File: src/rtl/ysyx_ifq.sv
// ysyx_ifq -- instruction fetch queue between the IFU and the IDU.
//
// Buffers fetched instructions {inst, pc, pnpc} in a DEPTH-entry circular
// FIFO so that I-cache hit/miss timing is decoupled from decode stalls.
// A backend redirect (flush) empties the queue in one cycle.
//
// Optional feature macro: YSYX_IFQ_BYPASS_EN
//   defined   -> an instruction arriving at an empty queue is presented on
//                out_* in the same cycle, and skips storage if taken at once.
//   undefined -> no combinational in->out path; latency is one cycle.
//
// Ports:
//   clock, reset        rising-edge clock, synchronous active-high reset
//   flush               redirect: drop all entries and any push this cycle
//   in_valid/in_ready   IFU handshake; in_inst, in_pc, in_pnpc payload
//   out_valid/out_ready IDU handshake; out_inst, out_pc, out_pnpc = head entry
//   count               current occupancy, 0..DEPTH
//
// Handshake rule (both sides): a transfer happens on a rising edge where
// valid && ready; the producer holds valid and payload stable until ready.
// ready depends only on flush, reset and registered state.

`ifndef YSYX_XLEN
`define YSYX_XLEN 32
`endif

module ysyx_ifq #(
  parameter int XLEN  = `YSYX_XLEN,
  parameter int DEPTH = 4
) (
  input  logic                     clock,
  input  logic                     reset,
  input  logic                     flush,
  input  logic                     in_valid,
  output logic                     in_ready,
  input  logic [31:0]              in_inst,
  input  logic [XLEN-1:0]          in_pc,
  input  logic [XLEN-1:0]          in_pnpc,
  output logic                     out_valid,
  input  logic                     out_ready,
  output logic [31:0]              out_inst,
  output logic [XLEN-1:0]          out_pc,
  output logic [XLEN-1:0]          out_pnpc,
  output logic [$clog2(DEPTH):0]   count
);

  localparam int AW = $clog2(DEPTH);
  localparam int PW = AW + 1;

  // Pointers carry one extra wrap bit so full and empty are distinguishable.
  logic [PW-1:0]   head;
  logic [PW-1:0]   tail;

  logic [31:0]     mem_inst [DEPTH];
  logic [XLEN-1:0] mem_pc   [DEPTH];
  logic [XLEN-1:0] mem_pnpc [DEPTH];

  logic empty;
  logic full;
  logic blocked;
  logic push;
  logic pop;

  assign empty   = (head == tail);
  assign full    = (head[AW-1:0] == tail[AW-1:0]) && (head[AW] != tail[AW]);
  // Reset and flush both mask the handshakes so nothing moves that cycle.
  assign blocked = flush | reset;

  // Full means not ready even if the head is popped this cycle.
  assign in_ready = !full && !blocked;
  assign count    = tail - head;

`ifdef YSYX_IFQ_BYPASS_EN
  logic bypass;

  assign bypass    = empty && in_valid && !blocked;
  assign out_valid = (!empty && !blocked) || bypass;
  assign out_inst  = bypass ? in_inst : mem_inst[head[AW-1:0]];
  assign out_pc    = bypass ? in_pc   : mem_pc[head[AW-1:0]];
  assign out_pnpc  = bypass ? in_pnpc : mem_pnpc[head[AW-1:0]];
  // A bypassed instruction taken immediately never touches storage.
  assign push      = in_valid && in_ready && !(bypass && out_ready);
  assign pop       = out_valid && out_ready && !bypass;
`else
  assign out_valid = !empty && !blocked;
  assign out_inst  = mem_inst[head[AW-1:0]];
  assign out_pc    = mem_pc[head[AW-1:0]];
  assign out_pnpc  = mem_pnpc[head[AW-1:0]];
  assign push      = in_valid && in_ready;
  assign pop       = out_valid && out_ready;
`endif

  always_ff @(posedge clock) begin
    if (blocked) begin
      head <= '0;
      tail <= '0;
    end else begin
      if (push) tail <= tail + {{AW{1'b0}}, 1'b1};
      if (pop)  head <= head + {{AW{1'b0}}, 1'b1};
    end
  end

  // Data array is not reset; entries are only observed while out_valid.
  always_ff @(posedge clock) begin
    if (push) begin
      mem_inst[tail[AW-1:0]] <= in_inst;
      mem_pc[tail[AW-1:0]]   <= in_pc;
      mem_pnpc[tail[AW-1:0]] <= in_pnpc;
    end
  end

endmodule
File: config.mk
export PLATFORM = sky130hd
export DESIGN_NAME = ysyx_ifq
export DESIGN_NICKNAME = d
export VERILOG_FILES = /design/src/rtl/ysyx_ifq.sv
export SDC_FILE = /design/constraint.sdc
export NUM_CORES = 1
export LEC_CHECK = 0
export CAP_MARGIN = 20
export CORE_ASPECT_RATIO = 1.1
export CORE_MARGIN = 4
export CORE_UTILIZATION = 55
export DETAILED_ROUTE_END_ITERATION = 8
export PLACE_DENSITY = 0.8
export SYNTH_ARGS = -nofsm -noshare
export SYNTH_HDL_FRONTEND = slang
export SYNTH_SLANG_ARGS = --single-unit
File: constraint.sdc
create_clock -name clock -period 8.7 [get_ports clock]
set_input_delay 2.61 -clock clock [delete_from_list [all_inputs] [get_ports clock]]
set_output_delay 2.61 -clock clock [all_outputs]
set_load 0.05 [all_outputs]
==> summary.md <==
| Metric | Value |
|---|---|
| Crit-path max FO | 16 |
| Final setup fails | 0 |
| Final nets | around 900 |
| CTS Sinks | roughly 390 |
| Ports | ~200 |
| Library cells used by synthesis | 24 |
| Critical Path Max Stage Delay | ~800 ps |
| Total GRT Usage | 0.191 |
| CTS Root Cell | clkbuf_16 |
| Sequential-to-total area share from yosys stat | 0.813 |
| Hold WC Path Type | flop to flop |
| Number of global-route vias before repair | 7,207 |
| Max-slew violation count | 0 |
| Crit start category | primary input |
| Most common cell after layout, fill and taps aside | edfxtp_1 |
| CP max-delay cell | clkdlybuf4s50_1 |
| Ys Warns | 0 |
| Clock-pin slew on the worst setup and hold paths | 60 ps |
| Htree depth | 2 |
| Total grt overflow | 0 |
| Worst vdd ir | about 0.16 mV |
| Antenna Cells | 0 |
| Total nets after synthesis | ~670 |
| Initial detailed-routing violation count | 460 |
| CTS Buffer Depth | 3 |
| Max-capacitance violation count | 0 |
| Mapped Area | between 0.01 and 0.015 mm² |
| Hold Fails Final Rpt | 0 |
| Via count | roughly 6,600 |
| CTS tree | done |
| Remaining antenna violation count | 0 |
| P&R area growth vs syn | 24.8% |
| Drc violations | 0 |
| Fillers | 1,543 |
| Mapped Cells | between 500 and 600 |
| Final WL | 26,900 µm |
| WP buf/inv | 3 |
| Total negative slack | 0 ps |
| Data arrival time of the critical path | about 4300 ps |
| Post-CTS setup buffers | 0 |
| Kind of cell adding the most delay to the critical path | buffers and inverters |
| Clock buffer count from CTS | 39 |
| Clk_lat worst skew | ~500 ps |
| Status | finished clean |
| Drt first pass iters | 5 |
| Drt wl/cell | roughly 23 µm |
| Hold buffers post-CTS | 0 |
| Most frequent CP cell | clkdlybuf4s50_1 |
| Post-route cell area | 0.0179 mm² |
| I/O Buffers | about 200 |
| Avg Cell Area, Syn | 25.6 µm² |
| RSZ-0062 raised after global routing | no |
| Clock Skew | 12.4 ps |
| Cts repair resizes | 0 |
| Fmax | 144 MHz |
| Pwr Total | a little under 4 mW |
| Crit-path cells | clkdlybuf4s50_1 > nor2_1 > buf_4 > o21a_1 > clkdlybuf4s50_1 |
| Rows | around 60 |
| GP Congestion | about 0.73 |
| Initial Util | 0.564 |
| Crit Path Class | primary input to output port |
| Final core utilization | 0.704 |
| Routed vias/inst | between 5 and 6 |
| Power per cell area | around 220 mW/mm² |
| Initial antenna violation count | 2 |
| Post-layout min period | just under 7000 ps |
| Worst path required time | a little over 6000 ps |
| Slew @ Worst Pin | roughly 1100 ps |
| Global-route wire length before repair | between 40,000 and 50,000 µm |
| Die Height | 178 µm |
| Share of cells above drive strength 1 | 0.195 |
| Core area | roughly 0.025 mm² |
| Hold slack final | around 530 ps |
| Final Cycle Share | 0.798 |
| Worst rel slew slack | 0.297 |
| Die X-Extent | ~160 µm |
| HPWL after DPL | approximately 16,000 µm |
| Pleak | 5.58 nW |
| Die area | 0.0288 mm² |
| Commonest cells after routing, fill and taps aside | 384 x edfxtp_1, 201 x clkdlybuf4s50_1, 96 x mux4_2 |
| Critical Path End Type | output port |
| Placed Area | 0.0168 mm² |
| Largest net degree at the start of global routing | about 80 |
| Yosys reg bits | 392 |
[sequential cells by signal, summed over array words and instances, names as in the netlist, named ones only]
signal    count
mem_pnpc    128
tail          3
mem_pc      128
mem_inst    128
head          3
[through the flow]
step / worst slack, ps / cells
after detailed placement: 1780 / 1093
after global routing: 1670 / 1158
after global placement: 1780 / 1093
after CTS: 1760 / 1158
after floorplan: 2380 / 562
final: 1760 / 1158
[metal layers]
layer,up-vias,GRT usage,share of wire
met5,-,0,0.00074
met4,4,0.0427,0.017
met3,43,0.0506,0.076
met2,254,0.326,0.52
met1,3397,0.251,0.39
li1,2854,-,-
[cell type report]
cell class	count	area, µm²	area share
inverters	7	26.3	0.00146
flip-flops and latches	392	11700	0.652
multi-input cells	140	2520	0.141
repair buffers	208	2080	0.116
clock inverters	16	129	0.00718
well taps	346	433	0.0241
clock buffers	49	1060	0.0589
[power breakdown]
part / switching (mW) / internal [mW] / total, mW
registers: 0.00578 / 2.09 / 2.10
clock network: 0.631 / 0.914 / 1.54
logic: 0.126 / 0.0951 / 0.221
total: 0.763 / 3.10 / 3.86
[cells by family after synthesis]
logic type	Yosys count	synth area share
AOI/OAI and AO/OA	7	0.00348
buffers and inverters	30	0.0125
DFF	392	0.813
and+or+nand+nor	22	0.00792
xor gates and xnor gates	2	0.00122
muxes	101	0.154
adders and majority gates	8	0.00749
[synthesized netlist by cell type]
master,number,share of area
nand4b_1,1,0.00061
edfxtp_1,384,0.80
and2_1,3,0.0013
ha_1,7,0.0061
xnor2_1,2,0.0012
clkbuf_1,6,0.0016
buf_6,5,0.0039
nor2_1,1,0.00026
nand4_1,1,0.00044
inv_1,7,0.0018
nand2_1,9,0.0024
and3_1,5,0.0022
dfxtp_1,8,0.011
mux4_2,96,0.15
nor3_1,1,0.00035
buf_12,1,0.0014
o21a_1,3,0.0016
buf_2,11,0.0038
fa_1,1,0.0014
or3_1,1,0.00044
mux2i_1,5,0.0035
o211ai_1,2,0.0010
a211oi_1,1,0.00052
a21oi_1,1,0.00035
[worst reg2reg max path: stages (launching register included)]
cell,delay (ps)
dfxtp_1,410
inv_1,120
ha_1,330
nand2_1,120
o21a_1,300
and3_4,870
buf_4,630
[worst paths after layout]
path	to	from	cells past startpoint	slack, ps
min	tail[0]$_SDFFE_PP0P_	tail[0]$_SDFFE_PP0P_	2	530
min reg2reg	tail[0]$_SDFFE_PP0P_	tail[0]$_SDFFE_PP0P_	2	530
max	in_ready	reset	5	1760
max reg2reg	mem_pnpc[1][25]$_DFFE_PP_	tail[0]$_SDFFE_PP0P_	6	5510
(Power assumes the default switching activity.)
